### src/rtl/store_buffer_if.sv
// store_buffer_pkg / store_buffer_if
//   Package: the data_mem store-kind encoding shared by the pipeline, the
//   store buffer and data_mem.
//   Interface: groups the pipeline-side store/load signals and the data_mem
//   side signals of the store buffer.
//     master : pipeline / driver side (drives st_*, drain_en, ld_*)
//     slave  : store_buffer side (drives st_ready, ld_hazard, mem_*, count, empty)
package store_buffer_pkg;
    typedef enum logic [1:0] {
        NO_STORE = 2'd0,
        SB       = 2'd1,
        SW       = 2'd2,
        SD       = 2'd3
    } mem_store_type_t;
endpackage

interface store_buffer_if #(
    parameter int PTR_BITS = 2
);
    logic                              st_valid;
    store_buffer_pkg::mem_store_type_t st_type;
    logic [63:0]                       st_addr;
    logic [63:0]                       st_data;
    logic                              st_ready;
    logic                              drain_en;
    logic                              ld_valid;
    logic [63:0]                       ld_addr;
    logic                              ld_hazard;
    logic [63:0]                       mem_addr;
    logic [63:0]                       mem_data;
    store_buffer_pkg::mem_store_type_t mem_store_type;
    logic [PTR_BITS:0]                 count;
    logic                              empty;

    modport master (
        output st_valid, st_type, st_addr, st_data, drain_en, ld_valid, ld_addr,
        input  st_ready, ld_hazard, mem_addr, mem_data, mem_store_type, count, empty
    );

    modport slave (
        input  st_valid, st_type, st_addr, st_data, drain_en, ld_valid, ld_addr,
        output st_ready, ld_hazard, mem_addr, mem_data, mem_store_type, count, empty
    );
endinterface

### src/rtl/store_buffer.sv
// store_buffer
//   In-order store queue between the MEM stage and data_mem. Holds up to DEPTH
//   stores, presents the oldest one to data_mem and retires it when drain_en
//   allows. Flags loads whose doubleword overlaps any queued store.
// Ports
//   clk    : clock, state updates on posedge
//   reset  : synchronous, active-low
//   sb     : store_buffer_if.slave (store enqueue, load hazard, data_mem side,
//            occupancy)
module store_buffer
    import store_buffer_pkg::*;
#(
    parameter int DEPTH    = 4,
    parameter int PTR_BITS = $clog2(DEPTH)
) (
    input logic            clk,
    input logic            reset,
    store_buffer_if.slave  sb
);

    logic [PTR_BITS-1:0] rd_ptr;
    logic [PTR_BITS-1:0] wr_ptr;
    logic [PTR_BITS:0]   cnt;

    mem_store_type_t ent_type [DEPTH];
    logic [63:0]     ent_addr [DEPTH];
    logic [63:0]     ent_data [DEPTH];

    logic                is_empty;
    logic                is_full;
    logic                drain_fire;
    logic                st_ready_int;
    logic                enq_fire;
    logic                hit;
    logic [PTR_BITS-1:0] offs;

    assign is_empty     = (cnt == '0);
    assign is_full      = (cnt == (PTR_BITS+1)'(DEPTH));
    // Gating with reset keeps every handshake output quiet while in reset.
    assign drain_fire   = reset & ~is_empty & sb.drain_en;
    // A full queue can still accept when the head leaves in the same cycle.
    assign st_ready_int = reset & (~is_full | drain_fire);
    assign enq_fire     = sb.st_valid & (sb.st_type != NO_STORE) & st_ready_int;

    assign sb.st_ready      = st_ready_int;
    assign sb.count         = cnt;
    assign sb.empty         = is_empty;
    assign sb.mem_addr      = (reset & ~is_empty) ? ent_addr[rd_ptr] : '0;
    assign sb.mem_data      = (reset & ~is_empty) ? ent_data[rd_ptr] : '0;
    // data_mem only sees a real store type in the cycle the head is retired.
    assign sb.mem_store_type = drain_fire ? ent_type[rd_ptr] : NO_STORE;

    // An entry is live when its distance from the head is below count.
    always_comb begin
        hit  = 1'b0;
        offs = '0;
        for (int i = 0; i < DEPTH; i++) begin
            offs = PTR_BITS'(i) - rd_ptr;
            if (({1'b0, offs} < cnt) && (ent_addr[i][63:3] == sb.ld_addr[63:3]))
                hit = 1'b1;
        end
    end

    assign sb.ld_hazard = reset & sb.ld_valid & hit;

    always_ff @(posedge clk) begin
        if (!reset) begin
            rd_ptr <= '0;
            wr_ptr <= '0;
            cnt    <= '0;
        end else begin
            if (enq_fire)
                wr_ptr <= wr_ptr + PTR_BITS'(1);
            if (drain_fire)
                rd_ptr <= rd_ptr + PTR_BITS'(1);
            case ({enq_fire, drain_fire})
                2'b10:   cnt <= cnt + (PTR_BITS+1)'(1);
                2'b01:   cnt <= cnt - (PTR_BITS+1)'(1);
                default: cnt <= cnt;
            endcase
        end
    end

    // Entry payload needs no reset; liveness comes from the pointers and count.
    always_ff @(posedge clk) begin
        if (enq_fire) begin
            ent_type[wr_ptr] <= sb.st_type;
            ent_addr[wr_ptr] <= sb.st_addr;
            ent_data[wr_ptr] <= sb.st_data;
        end
    end

endmodule
### src/flat_wrapper.sv
// flat-port wrapper written by rule: the top's interface ports become plain ports
module store_buffer_flat import store_buffer_pkg::*;
#(
    parameter int DEPTH    = 4,
    parameter int PTR_BITS = $clog2(DEPTH)
)
  (clk, reset, sb_st_valid, sb_st_type, sb_st_addr, sb_st_data, sb_drain_en, sb_ld_valid, sb_ld_addr, sb_st_ready, sb_ld_hazard, sb_mem_addr, sb_mem_data, sb_mem_store_type, sb_count, sb_empty);
  store_buffer_if #(.PTR_BITS(PTR_BITS)) sb_i ();
  input logic clk;
  input logic reset;
  input wire logic [$bits(sb_i.st_valid)-1:0] sb_st_valid;
  input wire logic [$bits(sb_i.st_type)-1:0] sb_st_type;
  input wire logic [$bits(sb_i.st_addr)-1:0] sb_st_addr;
  input wire logic [$bits(sb_i.st_data)-1:0] sb_st_data;
  input wire logic [$bits(sb_i.drain_en)-1:0] sb_drain_en;
  input wire logic [$bits(sb_i.ld_valid)-1:0] sb_ld_valid;
  input wire logic [$bits(sb_i.ld_addr)-1:0] sb_ld_addr;
  output wire logic [$bits(sb_i.st_ready)-1:0] sb_st_ready;
  output wire logic [$bits(sb_i.ld_hazard)-1:0] sb_ld_hazard;
  output wire logic [$bits(sb_i.mem_addr)-1:0] sb_mem_addr;
  output wire logic [$bits(sb_i.mem_data)-1:0] sb_mem_data;
  output wire logic [$bits(sb_i.mem_store_type)-1:0] sb_mem_store_type;
  output wire logic [$bits(sb_i.count)-1:0] sb_count;
  output wire logic [$bits(sb_i.empty)-1:0] sb_empty;
  assign sb_i.st_valid = sb_st_valid;
  assign sb_i.st_type = sb_st_type;
  assign sb_i.st_addr = sb_st_addr;
  assign sb_i.st_data = sb_st_data;
  assign sb_i.drain_en = sb_drain_en;
  assign sb_i.ld_valid = sb_ld_valid;
  assign sb_i.ld_addr = sb_ld_addr;
  assign sb_st_ready = sb_i.st_ready;
  assign sb_ld_hazard = sb_i.ld_hazard;
  assign sb_mem_addr = sb_i.mem_addr;
  assign sb_mem_data = sb_i.mem_data;
  assign sb_mem_store_type = sb_i.mem_store_type;
  assign sb_count = sb_i.count;
  assign sb_empty = sb_i.empty;
  store_buffer #(.DEPTH(DEPTH), .PTR_BITS(PTR_BITS)) u_core (.clk(clk), .reset(reset), .sb(sb_i));
endmodule
### config.mk
export PLATFORM = sky130hd
export DESIGN_NAME = store_buffer_flat
export DESIGN_NICKNAME = d
export VERILOG_FILES = /design/src/rtl/store_buffer_if.sv /design/src/rtl/store_buffer.sv /design/src/flat_wrapper.sv
export SDC_FILE = /design/constraint.sdc
export NUM_CORES = 1
export LEC_CHECK = 0
export ABC_AREA = 1
export CELL_PAD_IN_SITES_DETAIL_PLACEMENT = 0
export CELL_PAD_IN_SITES_GLOBAL_PLACEMENT = 1
export CORE_ASPECT_RATIO = 1.25
export CORE_MARGIN = 2
export CORE_UTILIZATION = 40
export DETAILED_ROUTE_END_ITERATION = 6
export PLACE_DENSITY = 0.82
export SETUP_SLACK_MARGIN = 0.15
export SLEW_MARGIN = 25
export SYNTH_ARGS = -nofsm -noshare
export SYNTH_HDL_FRONTEND = slang
export SYNTH_SLANG_ARGS = --single-unit
### constraint.sdc
create_clock -name clk -period 8.65 [get_ports clk]
set_input_delay 1.2975 -clock clk [delete_from_list [all_inputs] [get_ports clk]]
set_output_delay 1.2975 -clock clk [all_outputs]
set_load 0.05 [all_outputs]
==> flow_summary.ini <==
[floorplan]
die_w_um = 225.0
ios = 335
initial_core_util = 0.4035
die_h_um = 280.3
core-area_um2 = 60530
dieArea_um2 = 63070
rows = 101

[timing]
setup_viol = 0
finalCritPeriodShare = 0.6726
tightest_slew_ns = 1.018
hold_viol = 0
fin_crit_ns = 5.818
skew_ns = 0.01944
fmax_ghz = 0.1719
fin_tns_setup_ns = 0
slew_headroom = 0.3214
rsz0062_at_grt = false
maxSlewViolCount = 0

[synthesis]
yosys_warnings = 0
synth_flop_cell = edfxtp_1
yosysUniqueCellTypes = 29
seq_area_frac_synth = 0.6466
synthArstFlopShare = 0
syn_area_um2 = 24430
synth-edff-count = 520
synth_nets = 2578
avgSynthCellArea_um2 = 10.31
synth_cells = 2369
ys_seq_elements = 529

[power]
combinationalPowerShare = 0.134
p_sw_frac = 0.2553
p_clk_frac = 0.388
power_switching_w = 0.001550
p_per_area_nw_per_um2 = 201.6
p_leak_nw = 10.78
p_seq_frac = 0.478
ir_worst_vdd_uv = 173.3
internal_power_w = 0.004522

[grt]
grt_usage = 0.2111
use_met3 = 0.05519
grt_pass1_wl_mm = 100.7
use_met2 = 0.3697
grt.overflow.total = 0
first_global_vias = 17900
grt_max_degree = 102
met1_usage = 0.2499
grt-busiest-layer = met2
antenna_found_initial = 15

[hold_path]
hold-path-cell-count = 2
worstHoldStart = u_core.wr_ptr[1]
hold_path_class = flip-flop to flip-flop
hold-path-endpoint = u_core.wr_ptr[1]

[routing]
avgViaCountPerCell = 5.050
antenna_left = 0
drt_pass1_iterations = 5
wire_per_inst_um = 19.45
route.vias.total = 17580
wl_mm = 67.70
drc_errors = 0
first_iter_violations = 1149

[layout]
fin_nets = 2867
n_fill_cell = 5327
multi_input_area_um2 = 7451
seq_area_um2 = 15800
finalCoreUtilization = 0.4976
fin_cells = 3481
drive_gt1_frac = 0.05852
area_delta_synth_final_pct = 23.32

[place]
dpl.hpwl_mm = 42.21
place_congestion = 0.8200
io_buffers = 331
dp_cells = 3375

[critical_path]
required_ns = 7.35
reg2reg_from = u_core.sb.count[0]
arrival_ns = 4.52
start_kind = input port
ff2ff_path_depth = 6
path_class = input port to output port
r2r_end = u_core.ent_data[1][50]
cp_max_fo = 67
reg2reg_slack_ns = 5.35
worst_setup_path_end_kind = output port

[clocking]
insertion_delay_ns = 0.60
clock_path_buffers = 3
cts_setup_buffers = 0
cts.sinks = 529
cts_buffers = 53
cts-root-buf = clkbuf_16
post_cts_resized = 0
clk_pin_slew_worst_paths_ns = 0.06
htreeDepth = 2
tritoncts = built
ctsHoldBuffers = 0

[outcome]
status = finished clean

[flow_run]
drv_cap = 0
[final cells by class]
type                       instances  share of cell area
sequential                       529              0.5246
multi-input combinational       1562              0.2474
timing repair buffer             353              0.1160
clock buffer                      60             0.04490
tap                              772             0.03207
inverter                         159             0.02015
clock inverter                    37             0.01416
antenna                            9           0.0007477
[cells in the mapped netlist (2+ instances only)]
master | number | share of area
a21boi_0 | 2 | 0.00061
a21oi_1 | 187 | 0.038
a21oi_2 | 20 | 0.0072
buf_1 | 7 | 0.0011
buf_2 | 44 | 0.0090
buf_4 | 16 | 0.0049
buf_6 | 4 | 0.0018
clkbuf_1 | 32 | 0.0049
clkbuf_2 | 16 | 0.0033
dfxtp_1 | 9 | 0.0074
edfxtp_1 | 520 | 0.64
ha_1 | 9 | 0.0046
inv_1 | 142 | 0.022
inv_2 | 16 | 0.0025
nand2_1 | 390 | 0.060
nand3_1 | 29 | 0.0059
nor2_1 | 504 | 0.077
nor3_1 | 2 | 0.00041
o211ai_1 | 4 | 0.0012
o21ai_0 | 244 | 0.050
o21ai_1 | 22 | 0.0045
or2_2 | 6 | 0.0015
xnor2_1 | 106 | 0.038
xor2_1 | 33 | 0.012
[critical path, cell delays in order]
cell	delay [ns]
clkdlybuf4s50_1	0.68
inv_1	0.14
nor2_1	0.20
inv_4	0.33
buf_12	0.35
nor2_2	0.21
inv_1	0.14
a21oi_1	0.18
clkdlybuf4s50_1	0.85
[sequential cells by signal (all words and copies together), names as in the netlist, named ones only]
signal / cells
u_core.sb.count: 3
u_core.ent_addr: 256
u_core.ent_data: 256
u_core.rd_ptr: 2
u_core.wr_ptr: 2
u_core.ent_type: 8
[kinds of logic after synthesis]
logic type / after synthesis / synth area share
compound gates: 481 / 0.1030
fa+ha+maj: 10 / 0.005430
flops: 529 / 0.6466
buf+inv: 278 / 0.04958
simple gates: 932 / 0.1455
xor+xnor: 139 / 0.04984
[routing by layer]
metal  vias up  share of wire  routed length (um)
met3       124          0.068                4631
met5         -         0.0015                 104
met1      8402           0.40               27320
met2       493           0.50               33680
li1       8545              -                   -
met4        16          0.029                1962
[stage by stage]
stage	hold WS, ns	setup WS, ns	instance area [um^2]	power, W
global route	0.5838	2.716	30120	0.006294
CTS	0.5406	2.826	30100	0.006132
floorplan	0.4897	0.3103	24430	0.003454
detailed placement	0.5309	2.820	28320	0.003776
global placement	0.5057	2.825	28320	0.003763
finish	0.5375	2.832	30120	0.006072
[layout by cell type, fill, tap and decap left out, types with 22 or more instances in the layout]
cell,n
xor2_1,33
o21ai_1,22
xnor2_1,106
clkdlybuf4s50_1,331
edfxtp_1,520
o21ai_0,244
nand3_1,29
nor2_1,500
clkbuf_16,53
inv_1,141
a21oi_1,187
nand2_1,390
[power groups by stage]
stage / clock network (W) / registers, W / logic, W
floorplan: 0 / 0.00296 / 0.000497
global placement: 0 / 0.00295 / 0.000809
detailed placement: 0 / 0.00296 / 0.000819
CTS: 0.00241 / 0.00290 / 0.000825
global route: 0.00250 / 0.00291 / 0.000887
finish: 0.00235 / 0.00290 / 0.000817
[worst max-delay path by stage]
stage                startpoint                     to  slack (ns)  cells after the start
finish                    reset   sb_mem_store_type[0]        2.83                      9
detailed placement        reset   sb_mem_store_type[1]        2.82                      9
CTS                       reset   sb_mem_store_type[0]        2.83                      9
floorplan           sb_drain_en  u_core.ent_addr[0][0]        0.31                      4
global placement          reset   sb_mem_store_type[0]        2.83                      9
global route              reset   sb_mem_store_type[1]        2.72                      9
Power figures use the tool's default switching activity.
